==> src/rtl/sound_bus_arbiter_pkg.sv <==
// Shared types and default addresses for the sound bus arbiter.
// Latency: n/a (declarations only).
// Backpressure: n/a.
package sound_bus_arbiter_pkg;

    // Bus cycle phases: pick a requester, align to phi2, hold one phi2 period, ack
    typedef enum logic [1:0] {
        ST_IDLE  = 2'd0,
        ST_ALIGN = 2'd1,
        ST_HOLD  = 2'd2,
        ST_DONE  = 2'd3
    } state_e;

    typedef enum logic {
        REQ_CPU = 1'b0,
        REQ_SEQ = 1'b1
    } req_id_e;

    localparam logic [15:0] DEF_POKEY_BASE = 16'h1820;
    localparam logic [15:0] DEF_LATCH_ADDR = 16'h1840;

    // True when a CPU address targets the 16-byte POKEY window or the output latch
    function automatic logic cpu_addr_hit(input logic [15:0] addr,
                                          input logic [15:0] base,
                                          input logic [15:0] latch);
        return ((addr >= base) && (addr <= base + 16'd15)) || (addr == latch);
    endfunction

endpackage

==> src/rtl/sound_arb_prio.sv <==
// CPU-first priority pick with a starvation counter that forces a sequencer grant.
// Latency: combinational grant; counter updates on the grant edge.
// Backpressure: grants only while arb_en (FSM idle); requests simply wait otherwise.
// Sequencer arbitration exists only when SOUND_SEQ_EN is defined.
module sound_arb_prio
    import sound_bus_arbiter_pkg::*;
#(
    parameter int unsigned STARVE_MAX = 4
) (
    input  logic    clk,
    input  logic    rst,
    input  logic    arb_en,
    input  logic    cpu_req,
    input  logic    seq_req,
    output logic    gnt_vld,
    output req_id_e gnt_id
);

`ifdef SOUND_SEQ_EN
    localparam int unsigned CW = $clog2(STARVE_MAX + 1);

    logic [CW-1:0] starve_q, starve_d;
    logic          starved;

    assign starved = (starve_q == CW'(STARVE_MAX));

    // CPU wins a tie unless the sequencer has waited out STARVE_MAX CPU grants
    always_comb begin
        gnt_vld = arb_en && (cpu_req || seq_req);
        gnt_id  = REQ_CPU;
        if (seq_req && (!cpu_req || starved)) begin
            gnt_id = REQ_SEQ;
        end
    end

    // Count CPU grants that bypass a waiting sequencer; saturate, clear when it is served or idle
    always_comb begin
        starve_d = starve_q;
        if (!seq_req) begin
            starve_d = '0;
        end else if (gnt_vld && (gnt_id == REQ_SEQ)) begin
            starve_d = '0;
        end else if (gnt_vld && !starved) begin
            starve_d = starve_q + CW'(1);
        end
    end

    // Starvation counter register
    always_ff @(posedge clk) begin
        if (rst) begin
            starve_q <= '0;
        end else begin
            starve_q <= starve_d;
        end
    end
`else
    logic unused_seq;
    assign unused_seq = ^{clk, rst, seq_req};

    // Only the CPU can be granted in this build
    always_comb begin
        gnt_vld = arb_en && cpu_req;
        gnt_id  = REQ_CPU;
    end
`endif

endmodule

==> src/rtl/sound_bus_arbiter.sv <==
// Shares the POKEY/latch sound bus between the CPU and the sound sequencer, phi2-aligned.
// Latency: grant to ack is 1-2 phi2 periods plus 2 clk; undecoded CPU addresses ack next clk.
// Backpressure: requesters hold req/payload until their one-clk ack. Sequencer port: SOUND_SEQ_EN.
module sound_bus_arbiter
    import sound_bus_arbiter_pkg::*;
#(
    parameter logic [15:0] POKEY_BASE = DEF_POKEY_BASE,
    parameter logic [15:0] LATCH_ADDR = DEF_LATCH_ADDR,
    parameter int unsigned STARVE_MAX = 4
) (
    input  logic        clk,
    input  logic        rst,
    input  logic        clk_3MHz_en,
    input  logic        cpu_req,
    input  logic        cpu_we,
    input  logic [15:0] cpu_addr,
    input  logic [7:0]  cpu_wdata,
    output logic        cpu_ack,
    output logic [7:0]  cpu_rdata,
    input  logic        seq_req,
    input  logic [3:0]  seq_addr,
    input  logic [7:0]  seq_wdata,
    output logic        seq_ack,
    output logic [15:0] snd_addr,
    output logic [7:0]  snd_wdata,
    output logic        snd_should_read,
    input  logic [7:0]  snd_rdata
);

    state_e      state_q, state_d;
    req_id_e     winner_q, winner_d;
    logic [15:0] addr_q, addr_d;
    logic [7:0]  wdata_q, wdata_d;
    logic        we_q, we_d;
    logic [7:0]  rdata_q, rdata_d;

    logic        gnt_vld;
    req_id_e     gnt_id;
    logic        cpu_hit;

    assign cpu_hit = cpu_addr_hit(cpu_addr, POKEY_BASE, LATCH_ADDR);

    sound_arb_prio #(
        .STARVE_MAX (STARVE_MAX)
    ) u_arb (
        .clk     (clk),
        .rst     (rst),
        .arb_en  (state_q == ST_IDLE),
        .cpu_req (cpu_req),
        .seq_req (seq_req),
        .gnt_vld (gnt_vld),
        .gnt_id  (gnt_id)
    );

    // State and latched-access registers; reset aborts any access in flight
    always_ff @(posedge clk) begin
        if (rst) begin
            state_q  <= ST_IDLE;
            winner_q <= REQ_CPU;
            addr_q   <= '0;
            wdata_q  <= '0;
            we_q     <= 1'b0;
            rdata_q  <= '0;
        end else begin
            state_q  <= state_d;
            winner_q <= winner_d;
            addr_q   <= addr_d;
            wdata_q  <= wdata_d;
            we_q     <= we_d;
            rdata_q  <= rdata_d;
        end
    end

    // Next state: undecoded CPU addresses skip the bus cycle and go straight to the ack
    always_comb begin
        state_d = state_q;
        case (state_q)
            ST_IDLE: begin
                if (gnt_vld) begin
                    if ((gnt_id == REQ_CPU) && !cpu_hit) begin
                        state_d = ST_DONE;
                    end else begin
                        state_d = ST_ALIGN;
                    end
                end
            end
            ST_ALIGN: if (clk_3MHz_en) state_d = ST_HOLD;
            ST_HOLD:  if (clk_3MHz_en) state_d = ST_DONE;
            ST_DONE:  state_d = ST_IDLE;
            default:  state_d = ST_IDLE;
        endcase
    end

    // Latch the winner's payload at grant; capture read data as the phi2 period closes
    always_comb begin
        winner_d = winner_q;
        addr_d   = addr_q;
        wdata_d  = wdata_q;
        we_d     = we_q;
        rdata_d  = rdata_q;
        if ((state_q == ST_IDLE) && gnt_vld) begin
            winner_d = gnt_id;
            if (gnt_id == REQ_SEQ) begin
                addr_d  = POKEY_BASE + {12'h000, seq_addr};
                wdata_d = seq_wdata;
                we_d    = 1'b1;
            end else begin
                addr_d  = cpu_addr;
                wdata_d = cpu_wdata;
                we_d    = cpu_we;
                if (!cpu_hit) begin
                    rdata_d = 8'hFF;
                end
            end
        end else if ((state_q == ST_HOLD) && clk_3MHz_en && !we_q) begin
            rdata_d = snd_rdata;
        end
    end

    // Outputs: bus is parked at address 0 except during HOLD; acks pulse in DONE
    always_comb begin
        cpu_ack         = (state_q == ST_DONE) && (winner_q == REQ_CPU);
`ifdef SOUND_SEQ_EN
        seq_ack         = (state_q == ST_DONE) && (winner_q == REQ_SEQ);
`else
        seq_ack         = 1'b0;
`endif
        snd_addr        = '0;
        snd_wdata       = '0;
        snd_should_read = 1'b0;
        if (state_q == ST_HOLD) begin
            snd_addr        = addr_q;
            snd_wdata       = wdata_q;
            snd_should_read = !we_q;
        end
    end

    assign cpu_rdata = rdata_q;

endmodule
==> config.mk <==
export PLATFORM = sky130hd
export DESIGN_NAME = sound_bus_arbiter
export DESIGN_NICKNAME = d
export VERILOG_FILES = /design/src/rtl/sound_bus_arbiter_pkg.sv /design/src/rtl/sound_arb_prio.sv /design/src/rtl/sound_bus_arbiter.sv
export SDC_FILE = /design/constraint.sdc
export NUM_CORES = 1
export LEC_CHECK = 0
export ABC_AREA = 0
export BUFFER_PORTS_ARGS = -buffer_cell sky130_fd_sc_hd__buf_4
export CAP_MARGIN = 25
export CORE_ASPECT_RATIO = 0.7
export CORE_MARGIN = 2
export CORE_UTILIZATION = 47
export DETAILED_ROUTE_END_ITERATION = 8
export GPL_TIMING_DRIVEN = 0
export PLACE_DENSITY = 0.84
export SLEW_MARGIN = 10
export SYNTH_ARGS = -nofsm -noshare
export SYNTH_HDL_FRONTEND = slang
export SYNTH_SLANG_ARGS = --single-unit
==> constraint.sdc <==
create_clock -name clk -period 2.6 [get_ports clk]
set_input_delay 0.26 -clock clk [delete_from_list [all_inputs] [get_ports clk]]
set_output_delay 0.26 -clock clk [all_outputs]
set_load 0.03 [all_outputs]
==> qor.yml <==
port_buffers: 69
hpwl_um: 2880
start_util_pct: 49.7
vias_per_cell: 4.86
dp_cells: 303
synth_edf_count: 0
finClkSkew_ns: 0.00490
area_delta_synth_final_pct: 41.2
clockBufferDepth: 2
cts_root_buffer: "clkbuf_8"
ys_warn_count: 0
power.total_mw: 2.10
syn-mean-instance-area_sq_um: 8.09
setup_viol: 0
cp_max_fo: 10
wire_per_inst_um: 12.3
seq_area_sq_um: 701
syn_area_sq_mm: 0.00159
die-area_sq_mm: 0.00386
numCtsBuffers: 5
ant_nets: 0
power.static_leakage_nw: 1.01
cts.clk_slew.worst_paths_ns: 0.07
slew_viol_final: 0
drc: 0
cap_violations: 0
first_iter_violations: 30
vias: 1507
startpoint_type: "flip-flop"
grt_max_degree: 11
netlist_instances: 196
worst_setup_path_end_kind: "output pin"
io_pins: 85
grt_usage_pct: 21.4
cp.required_ns: 2.34
seq_power_share_pct: 35.0
overflow: 0
synth_top_area_share_pct: 44.2
cts_resized: 0
netSwitchingPower_mw: 0.837
clkPwrFrac_pct: 18.6
nNetsFinal: 327
yosys.area.top_type: "dfxtp_1"
nFillCells: 269
powerDensity_mw_per_mm2: 937
grt_pass1_vias: 1348
post-route-min-period_ns: 2.04
worst_slew_pin_slew_ns: 0.503
yosysSeqAreaShare_pct: 44.2
die_h_um: 52.6
synth_top_family_by_area: "simple AND/OR/NAND/NOR gates"
synth_xor_area_share_pct: 0
clk_latency_ns: 0.29
outcome: "complete, no violations"
synth-compound-area-share_pct: 12.6
multi_input_area_sq_um: 802
synth_area_leaders: "dfxtp_1 44%, nand2_1 12%, and2_1 9.9%, a21oi_1 8.5%, mux2i_1 5.1%"
timing.final.crit_share_pct: 78.4
fmax_mhz: 491
grt_antenna_before_repair: 0
synth_mux_area_share_pct: 5.76
drive_above_1_share_pct: 30.5
swShare_pct: 39.9
synthArstFlopShare_pct: 0
cts_setup_buffers: 0
ys_types: 28
syn_nets: 251
synth_common_cells: "51 x nand2_1, 35 x dfxtp_1, 27 x a21oi_1"
ys_seq_elements: 35
post-synth-top-count-cell: "nand2_1"
synthSimpleGateAreaFrac_pct: 28.0
wl_um: 3820
pwr-share-comb_pct: 46.3
h-tree-depth: 2
path_class: "reg -> out"
drt-pass1-iter-count: 4
fin_setup_tns_ns: 0
gp_congestion: 0.775
coreArea_sq_mm: 0.00319
ys.flop_type: "dfxtp_1"
cts_tree: "built"
cp.arrival_ns: 1.78
holdCritPathClass: "in -> reg"
hold_violations: 0
p_int_mw: 1.26
die_w_um: 73.4
cts_sinks: 35
synthAdderAreaFrac_pct: 3.95
n_antenna_cell: 0
grt_pass1_wl_um: 6070
rows: 17
relSlewSlack_pct: 66.2
finalNonFillerCells: 310
cts_hold_buf: 0
rsz0062_at_grt: "false"
vdd_ir_drop_max_v: 0.000486
## routing by layer
layer / GRT usage [%] / part of all wire, % / up-vias
li1: - / - / 784
met1: 26.3 / 44 / 660
met2: 34.4 / 43 / 58
met3: 8.08 / 11 / 5
met4: 8.18 / 1.2 / 0
met5: 0 / 0 / -
## path summary, 6_finish.rpt
kind,from,to,slack [ns],depth (start not counted)
min reg2reg,wdata_q[7],wdata_q[7],0.45,2
max reg2reg,state_q[0],cpu_rdata[4],0.88,7
min,cpu_wdata[5],wdata_q[5],0.21,3
max,state_q[0],snd_addr[14],0.56,5
## layout by cell type (no fill, tap or decap), types with 2 or more instances in the layout
cell      synthesis  routed
clkbuf_8          0       6
a21oi_1          27      27
ha_1              5       5
nor2_1            5       5
inv_1             3       3
buf_1             2       2
o21ai_1           8       8
nor2b_1           2       2
buf_4             1      70
nor4_1            2       2
nand2_1          51      51
dfxtp_1          35      35
and2_1           25      25
mux2i_1           8       8
buf_2             2       2
clkbuf_1          7       7
## power groups by stage
| stage | sequential (mW) | combinational (mW) | clock (mW) |
|---|---|---|---|
| 6_report | 0.735 | 0.972 | 0.391 |
| 5_1_grt | 0.752 | 1.07 | 0.425 |
| 4_1_cts | 0.735 | 0.980 | 0.398 |
| 3_5_place_dp | 0.747 | 0.971 | 0 |
| 3_3_place_gp | 0.741 | 0.951 | 0 |
| 2_1_floorplan | 0.830 | 0.568 | 0 |
## logic make-up after synthesis
group                    after synthesis
other                                  1
flip-flops                            35
multiplexers                           9
AO/OA/AOI/OAI                         38
adder cells (fa/ha/maj)                5
AND/OR/NAND/NOR                       92
buffers and inverters                 16
## through the flow
step	instance area [sq um]	utilization [%]	hold slack, ns	worst slack, ns
floorplan	1590	-	0.396	0.894
global placement	2150	67.4	0.437	0.880
detailed placement	2150	67.4	0.443	0.882
CTS	2240	70.2	0.213	0.561
global route	2240	70.2	0.204	0.443
finish	2240	70.2	0.215	0.562
## registers in the layout, summed over array words and instances (netlist names)
| register | cells |
|---|---|
| addr_q | 16 |
| cpu_rdata | 8 |
| state_q | 2 |
| wdata_q | 8 |
| we_q | 1 |
## worst max-delay path, cell delays in order, from the launching register on
cell	delay, ns
dfxtp_1	0.33
inv_1	0.13
ha_1	0.34
clkbuf_1	0.33
and2_1	0.20
buf_4	0.16
## layout make-up
class | instances | area share, %
repair buffers | 69 | 23.1
well taps | 38 | 2.12
multi-input cells | 145 | 35.8
plain buffers | 13 | 3.19
clock buffers | 6 | 3.69
clock inverters | 1 | 0.224
inverters | 3 | 0.503
flip-flops and latches | 35 | 31.3
(Power assumes the default switching activity.)
